File: config.mk
export PLATFORM = sky130hd
export DESIGN_NAME = id_ex_alu_stage
export DESIGN_NICKNAME = d
export VERILOG_FILES = /design/src/rtl/alu_pkg.sv /design/src/rtl/alu_decoder.sv /design/src/rtl/id_ex_alu_stage.sv
export SDC_FILE = /design/constraint.sdc
export NUM_CORES = 1
export LEC_CHECK = 0
export CORE_MARGIN = 4
export CORE_UTILIZATION = 45
export CTS_CLUSTER_SIZE = 16
export DETAILED_ROUTE_END_ITERATION = 10
export PLACE_DENSITY = 0.86
export SYNTH_ARGS = -nofsm -noshare
export SYNTH_HDL_FRONTEND = slang
export SYNTH_SLANG_ARGS = --single-unit
File: constraint.sdc
create_clock -name CLK -period 4.6 [get_ports CLK]
set_input_delay 0.92 -clock CLK [delete_from_list [all_inputs] [get_ports CLK]]
set_output_delay 0.92 -clock CLK [all_outputs]
set_load 0.005 [all_outputs]
File: src/rtl/alu_pkg.sv
// Shared ALU encodings: operation codes understood by the ALU, main-decoder
// operation classes and the funct3 values the decoder distinguishes.
package alu_pkg;

    typedef enum logic [3:0] {
        ALU_AND = 4'b0000,
        ALU_OR  = 4'b0001,
        ALU_ADD = 4'b0010,
        ALU_SUB = 4'b0110,
        ALU_INV = 4'b1111
    } alu_op_e;

    typedef enum logic [1:0] {
        CLS_MEM  = 2'b00,
        CLS_BR   = 2'b01,
        CLS_FUNC = 2'b10,
        CLS_RSV  = 2'b11
    } alu_class_e;

    localparam logic [2:0] F3_ADD_SUB = 3'b000;
    localparam logic [2:0] F3_OR      = 3'b110;
    localparam logic [2:0] F3_AND     = 3'b111;

endpackage

File: src/rtl/alu_decoder.sv
// Combinational ALU control: main-decoder class plus funct fields to the
// 4-bit ALU operation. Also used by the single-cycle datapath.
module alu_decoder
    import alu_pkg::*;
(
    input  logic [1:0] alu_op_i,
    input  logic [2:0] funct3_i,
    input  logic       funct7_5_i,
    input  logic       alu_src_i,
    output alu_op_e    alu_operation_o
);

    // Bit 30 selects subtract only for register-register forms; immediates
    // have no sub variant, so that bit belongs to the immediate there.
    always_comb begin
        alu_operation_o = ALU_INV;
        case (alu_class_e'(alu_op_i))
            CLS_MEM: alu_operation_o = ALU_ADD;
            CLS_BR:  alu_operation_o = ALU_SUB;
            CLS_FUNC: begin
                case (funct3_i)
                    F3_ADD_SUB: alu_operation_o = (funct7_5_i && !alu_src_i) ? ALU_SUB : ALU_ADD;
                    F3_AND:     alu_operation_o = ALU_AND;
                    F3_OR:      alu_operation_o = ALU_OR;
                    default:    alu_operation_o = ALU_INV;
                endcase
            end
            default: alu_operation_o = ALU_INV;
        endcase
    end

endmodule

File: src/rtl/id_ex_alu_stage.sv
// ID/EX register feeding the ALU: captures operands with write-back bypass,
// keeps held operands fresh during stalls, valid/ready handshake with flush.
module id_ex_alu_stage
    import alu_pkg::*;
#(
    parameter int WIDTH      = 32,
    parameter int REG_ADDR_W = 5
) (
    input  logic                  CLK,
    input  logic                  RST_N,
    input  logic                  IN_VALID,
    output logic                  IN_READY,
    input  logic [WIDTH-1:0]      RS1_DATA,
    input  logic [WIDTH-1:0]      RS2_DATA,
    input  logic [REG_ADDR_W-1:0] RS1_ADDR,
    input  logic [REG_ADDR_W-1:0] RS2_ADDR,
    input  logic [WIDTH-1:0]      IMM,
    input  logic                  ALU_SRC,
    input  logic [1:0]            ALU_OP,
    input  logic [2:0]            FUNCT3,
    input  logic                  FUNCT7_5,
    input  logic [REG_ADDR_W-1:0] RD_ADDR,
    input  logic                  REG_WRITE,
    input  logic                  WB_WE,
    input  logic [REG_ADDR_W-1:0] WB_ADDR,
    input  logic [WIDTH-1:0]      WB_DATA,
    input  logic                  FLUSH,
    output logic                  OUT_VALID,
    input  logic                  OUT_READY,
    output logic [WIDTH-1:0]      A,
    output logic [WIDTH-1:0]      B,
    output logic [3:0]            ALU_OPERATION,
    output logic [REG_ADDR_W-1:0] OUT_RD_ADDR,
    output logic                  OUT_REG_WRITE
);

    logic                  valid_q, valid_d;
    logic [WIDTH-1:0]      a_q, a_d, b_q, b_d;
    alu_op_e               op_q, op_d;
    logic [REG_ADDR_W-1:0] rd_q, rd_d, rs1_q, rs1_d, rs2_q, rs2_d;
    logic                  rw_q, rw_d, b_is_reg_q, b_is_reg_d;

    alu_op_e               dec_op;
    logic                  accept, hold, wb_live;

    alu_decoder u_dec (
        .alu_op_i        (ALU_OP),
        .funct3_i        (FUNCT3),
        .funct7_5_i      (FUNCT7_5),
        .alu_src_i       (ALU_SRC),
        .alu_operation_o (dec_op)
    );

    assign IN_READY = !valid_q || OUT_READY || FLUSH;
    assign accept   = IN_VALID && IN_READY && !FLUSH;
    assign hold     = valid_q && !OUT_READY && !FLUSH;
    assign wb_live  = WB_WE && (WB_ADDR != '0);

    always_comb begin
        valid_d    = valid_q;
        a_d        = a_q;
        b_d        = b_q;
        op_d       = op_q;
        rd_d       = rd_q;
        rw_d       = rw_q;
        rs1_d      = rs1_q;
        rs2_d      = rs2_q;
        b_is_reg_d = b_is_reg_q;
        if (FLUSH) begin
            valid_d = 1'b0;
        end else if (accept) begin
            valid_d    = 1'b1;
            a_d        = (wb_live && WB_ADDR == RS1_ADDR) ? WB_DATA : RS1_DATA;
            b_d        = ALU_SRC ? IMM : ((wb_live && WB_ADDR == RS2_ADDR) ? WB_DATA : RS2_DATA);
            op_d       = dec_op;
            rd_d       = RD_ADDR;
            rw_d       = REG_WRITE;
            rs1_d      = RS1_ADDR;
            rs2_d      = RS2_ADDR;
            b_is_reg_d = !ALU_SRC;
        end else if (hold) begin
            // A stalled entry must pick up results retiring behind it.
            if (wb_live && WB_ADDR == rs1_q) a_d = WB_DATA;
            if (wb_live && b_is_reg_q && WB_ADDR == rs2_q) b_d = WB_DATA;
        end else if (OUT_READY) begin
            valid_d = 1'b0;
        end
    end

    always_ff @(posedge CLK or negedge RST_N) begin
        if (!RST_N) begin
            valid_q    <= 1'b0;
            a_q        <= '0;
            b_q        <= '0;
            op_q       <= ALU_ADD;
            rd_q       <= '0;
            rw_q       <= 1'b0;
            rs1_q      <= '0;
            rs2_q      <= '0;
            b_is_reg_q <= 1'b0;
        end else begin
            valid_q    <= valid_d;
            a_q        <= a_d;
            b_q        <= b_d;
            op_q       <= op_d;
            rd_q       <= rd_d;
            rw_q       <= rw_d;
            rs1_q      <= rs1_d;
            rs2_q      <= rs2_d;
            b_is_reg_q <= b_is_reg_d;
        end
    end

    assign OUT_VALID     = valid_q;
    assign A             = a_q;
    assign B             = b_q;
    assign ALU_OPERATION = op_q;
    assign OUT_RD_ADDR   = rd_q;
    assign OUT_REG_WRITE = rw_q && valid_q;

endmodule

# --- Yosys cells after proc, flatten, opt, wreduce, memory -nomap -nowiden ---
# Index checks and enable logic that the tools add are counted.
totals:
  reg_bits: 86
  input_bits: 162
  output_inout_bits: 76
  word_cells: 64
classes:
  n_eq_ne: 9
  n_mux: 16
  n_bitwise: 1
  n_reduce_logical: 29
ops:
  columns: ["operator", "count"]
  rows:
  - ["2-to-1 mux 32 bit", 9]
  - ["one-hot mux 4 bit (3 select lines)", 2]
  - ["== test 5 bit", 4]
  - ["logical AND 1 bit", 12]
  - ["== test 3 bit, second input constant", 2]
  - ["AND reduction 3 bit", 2]
  - ["nonzero test 2 bit", 3]
  - ["nonzero test 5 bit", 1]
  - ["logical NOT 1 bit", 4]
  - ["2-to-1 mux 1 bit", 4]
  - ["AND reduction 2 bit", 2]
  - ["logical NOT 3 bit", 1]
  - ["2-to-1 mux 3 bit", 1]
  - ["!= test 3 bit, second input constant", 1]
  - ["nonzero test 3 bit", 1]
  - ["== test 2 x 1 -> 1 bit, second input constant", 1]
  - ["== test 2 bit, second input constant", 1]
  - ["logical NOT 2 bit", 1]
  - ["logical OR 1 bit", 2]
  - ["NOT 1 bit", 1]

# --- Logic depth before layout (Yosys ltp) ---
logic_depth:
  depth_word: 7
  ltp_mapped: 8

# --- Cells and area by module ---
# A second synthesis with hierarchy kept.
hier_totals:
  hier_cells: 553
  hier_area_um2: 4827.1
by_module_without_submodules:
  columns: ["module", "instances", "cells_per_inst", "area_each_um2", "seq_area_each_um2"]
  rows:
  - ["id_ex_alu_stage", 1, 541, 4757.1, 2153.3]
  - ["alu_decoder", 1, 12, 70.1, 0.0]

# --- Least setup slack after synthesis ---
# Ideal clock, no wire load.
synth_timing:
  path_kind: "input to register"
  from: "input WB_ADDR[2]"
  to: "register b_q[10], in the netlist B[10]"
  setup_time_ns: 0.126
  t_arrival_ns: 2.540
  slack_ns: 1.934
  cell_stages: 7
  cell_sequence: "buf_2 > or4_4 > o21ai_4 > nor4_4 > buf_4 > and3_1 > o32a_1"
synth_between:
  elab_chain_len: 6
  word_cells_on_any_way: 12
  cone_classes: "eq/ne (2); mux (3); reduce/logical (7)"
synth_lines:
  columns: ["element", "line", "source"]
  rows:
  - ["from (decl)", "id_ex_alu_stage.sv:25", "input logic [REG_ADDR_W-1:0] WB_ADDR,"]
  - ["nonzero test 5 bit", "id_ex_alu_stage.sv:57", "assign wb_live = WB_WE && (WB_ADDR != '0);"]
  - ["logical AND 1 bit", "id_ex_alu_stage.sv:57", null]
  - ["logical AND 1 bit (on tied branches)", "id_ex_alu_stage.sv:74, id_ex_alu_stage.sv:84", null]
  - ["2-to-1 mux 32 bit or logical AND 1 bit (tied branches)", "id_ex_alu_stage.sv:74, id_ex_alu_stage.sv:84", null]
  - ["2-to-1 mux 32 bit or nonzero test 2 bit (tied branches)", null, null]
  - ["2-to-1 mux 32 bit or AND reduction 3 bit (tied branches)", null, null]
  - ["to (signal assigned)", "id_ex_alu_stage.sv:94", "b_q <= '0;"]
  - ["to (signal assigned)", "id_ex_alu_stage.sv:104", "b_q <= b_d;"]
  - ["to (decl)", "id_ex_alu_stage.sv:38", "logic [WIDTH-1:0] a_q, a_d, b_q, b_d;"]
# Parallel ways exist; a longest one is shown, timed or not.
# A chain may end at the register's enable or synchronous reset.

# --- Final worst setup path ---
layout_timing:
  from: "input WB_ADDR[1]"
  to: "register a_q[6], in the netlist A[6]"
layout_between:
  elab_chain_len: 5
  word_cells_on_any_way: 10
  cone_classes: "eq/ne (2); mux (2); reduce/logical (6)"
layout_lines:
  columns: ["element", "line", "source"]
  rows:
  - ["nonzero test 5 bit", "id_ex_alu_stage.sv:57", null]
  - ["logical AND 1 bit", "id_ex_alu_stage.sv:57", null]
  - ["logical AND 1 bit (on tied branches)", "id_ex_alu_stage.sv:83, id_ex_alu_stage.sv:73", null]
  - ["nonzero test 2 bit (no source line) or 2-to-1 mux 32 bit (tied branches)", null, null]
  - ["AND reduction 3 bit (no source line) or 2-to-1 mux 32 bit (tied branches)", null, null]
  - ["to (signal assigned)", "id_ex_alu_stage.sv:93", "a_q <= '0;"]
  - ["to (signal assigned)", "id_ex_alu_stage.sv:103", "a_q <= a_d;"]
  - ["to (decl)", "id_ex_alu_stage.sv:38", null]
# Parallel ways exist; a longest one is shown, timed or not.

==> metrics.txt <==
Post-CTS Setup Bufs=0; Worst EP arrival=3.44 ns; Mapped Avg Cell Area=8.910 µm²; Clock Skew=0.008606 ns; f_max=between 300 and 400 MHz; #FFs+latches synth=86; RSZ-0062 raised after global routing=false; CTS sink count=86; post-synthesis instance total=578; CTS max path bufs=2; final setup TNS=0 ns; worst path cell trace=clkdlybuf4s50_1 > or4_4 > o2111ai_1 > o21ai_2 > buf_4 > a21oi_1 > a221oi_1; die area=13220 µm²; GRT overflow=0; post-CTS sizing=0; max incr delay on CP=between 0.6 and 0.7 ns; post-synth cell types=35; via count=5635; GP Congestion=about 0.9; worst-skew pair later-pin latency=0.34 ns; Setup crit end kind=flip-flop; Yosys Warn Count=0; Remaining DRCs=0; layout cells sized above 1=5.230%; Main synth FF type=dfrtp_1; initial antenna violation count=0; Initial Utilization=46.69%; Mapped Nets=740; Root Buffer=clkbuf_16; CTS buffer count=9; Buffers on Ports=237; FFs w/ async S/R, synth=100.0%; Startpoint Class=input pin; Routed wire per std cell=~21 µm; largest net degree at the start of global routing=100; Max-Cap Viols=0; Seq/Total Area, Yosys=41.81%; Tmin final=3.228 ns; Crit Path Max Fanout=18; final WL=19.36 mm; Finished Cell Area=7898 µm²; LEAKAGE=3.221 nW; Final ANT Viol Nets=0; Crit Path Class=in -> reg; CTS tree=yes; drt pass-1 iters=5; vias in the first global route=roughly 5700; initial drt markers=567; Total GRT Usage=between 20% and 30%; Pwr Density=335.4 nW/µm²; Slew Limit Fails=0; fin nets=941; EDFF count, synth=0; worst min-delay path class=reg -> reg; Mapped Area=5150 µm²; Max-slew headroom=between 20 and 30%; CP max stage cell=o21ai_2; Ant. Diodes=0; CTS Hold Buffers Added=0; Rows=38; area delta synth->final=53.35%; Final HPWL DP=13.33 mm; Tcrit/Tclk final=70.17%; placed instance area=7546 µm²; htree depth=3; CP required=4.81 ns; Die Y=115.0 µm; status=complete, no violations; Die X-Extent=115.0 µm; total I/O pin count=238; Core Area=~11000 µm²; vias per cell=6.098; final hold vios=0; clock slew at reported path FFs=0.06 ns; VDD IR-drop max=0.1863 mV; first-pass GRT wire length=29.75 mm; worst slew pin tran=between 1 and 1.5 ns; final setup vio count=0
==> cells by family (layout without fill, tap and decap cells) <==
family / count (synthesis) / after routing / share of synthesized area [%]
XOR/XNOR: 20 / 20 / 3.401
AO/OA/AOI/OAI: 141 / 141 / 21.99
flip-flops: 86 / 86 / 41.81
buffers and inverters: 93 / 299 / 7.677
AND/OR/NAND/NOR: 206 / 206 / 18.90
multiplexers: 32 / 32 / 6.220
==> layout by cell type, fill, tap and decap left out, drive strengths merged, types with 3 or more instances in the layout <==
| master | Yosys | routed |
|---|---|---|
| o21ai | 8 | 8 |
| buf | 18 | 14 |
| inv | 33 | 33 |
| and3 | 33 | 33 |
| a221oi | 32 | 32 |
| xor2 | 4 | 4 |
| a21oi | 33 | 33 |
| and2 | 3 | 3 |
| mux2i | 32 | 32 |
| nand2 | 86 | 86 |
| o32a | 32 | 32 |
| dfrtp | 85 | 85 |
| clkdlybuf4s50 | 0 | 236 |
| nor2 | 37 | 37 |
| o2111ai | 33 | 33 |
| clkbuf | 42 | 10 |
| xnor2 | 16 | 16 |
| nand3 | 35 | 35 |
==> area by class of cell <==
type,count,area [µm²]
clock buffer,10,239.0
clock inverter,6,85.08
fill,836,3133
inverter,33,123.9
multi-input combinational,399,2634
sequential,86,2153
tap,140,175.2
timing repair buffer,250,2487
==> where the power goes <==
part	leakage (nW)	switching [mW]	internal, mW	total (mW)
Sequential	1.03	0.110	0.919	1.03
Clock	0.154	0.299	0.489	0.788
Combinational	2.04	0.323	0.509	0.833
==> per-stage QoR <==
step / hold WS [ns] / setup WS (ns) / power (mW) / util (%) / std cells
6_report: 0.4815 / 1.372 / 2.649 / 71.60 / 924
5_1_grt: 0.5069 / 1.221 / 2.770 / 71.60 / 924
4_1_cts: 0.4849 / 1.239 / 2.663 / 71.35 / 923
3_5_place_dp: 0.4691 / 0.8894 / 1.866 / 68.41 / 907
2_1_floorplan: 0.4380 / 1.934 / 1.297 / - / 578
3_3_place_gp: 0.4572 / 1.001 / 1.833 / 68.41 / 907
==> critical path, delay by kind of cell <==
kind                   cells  cell delay, ns
and+or+nand+nor            1            0.22
buffers and inverters      2            1.05
AOI/OAI and AO/OA          4            1.25
==> synthesized netlist by cell type, types with 6 or more instances <==
cell	number	share of area, %
o2111ai_1	33	5.6
buf_2	10	0.97
nand3_1	35	3.4
nor2_1	37	2.7
mux2i_1	32	6.2
clkbuf_1	42	3.1
o32a_1	32	6.2
and3_1	33	4.0
a21oi_1	33	3.2
a221oi_1	32	5.4
xnor2_1	16	2.7
o21ai_0	6	0.58
nand2_1	86	6.3
inv_1	33	2.4
dfrtp_1	85	41
==> path summary, 6_finish.rpt <==
kind	from	endpoint	slack (ns)	cells past startpoint
hold / removal	OUT_RD_ADDR[0]	OUT_RD_ADDR[0]	0.48	2
setup reg to reg	rs1_q[1]	A[6]	2.22	6
min in group asynchronous	RST_N	A[7]	0.76	1
hold reg to reg	OUT_RD_ADDR[0]	OUT_RD_ADDR[0]	0.48	2
max in group asynchronous	RST_N	rs2_q[4]	3.09	1
setup / recovery	WB_ADDR[1]	A[6]	1.37	7
==> flip-flops by register name, indices dropped and copies added, names as in the netlist <==
name and flops:
OUT_RD_ADDR 5, b_is_reg_q 1, B 32, A 32, rs1_q 5, OUT_VALID 1, rs2_q 5, ALU_OPERATION 4
rw_q 1
==> metal layers <==
layer | global-route usage, % | wire length (µm)
met5 | 0 | 0
met3 | 6.737 | 1758
met1 | 34.05 | 7200
met2 | 47.22 | 9523
met4 | 14.48 | 872
(Power assumes the default switching activity.)
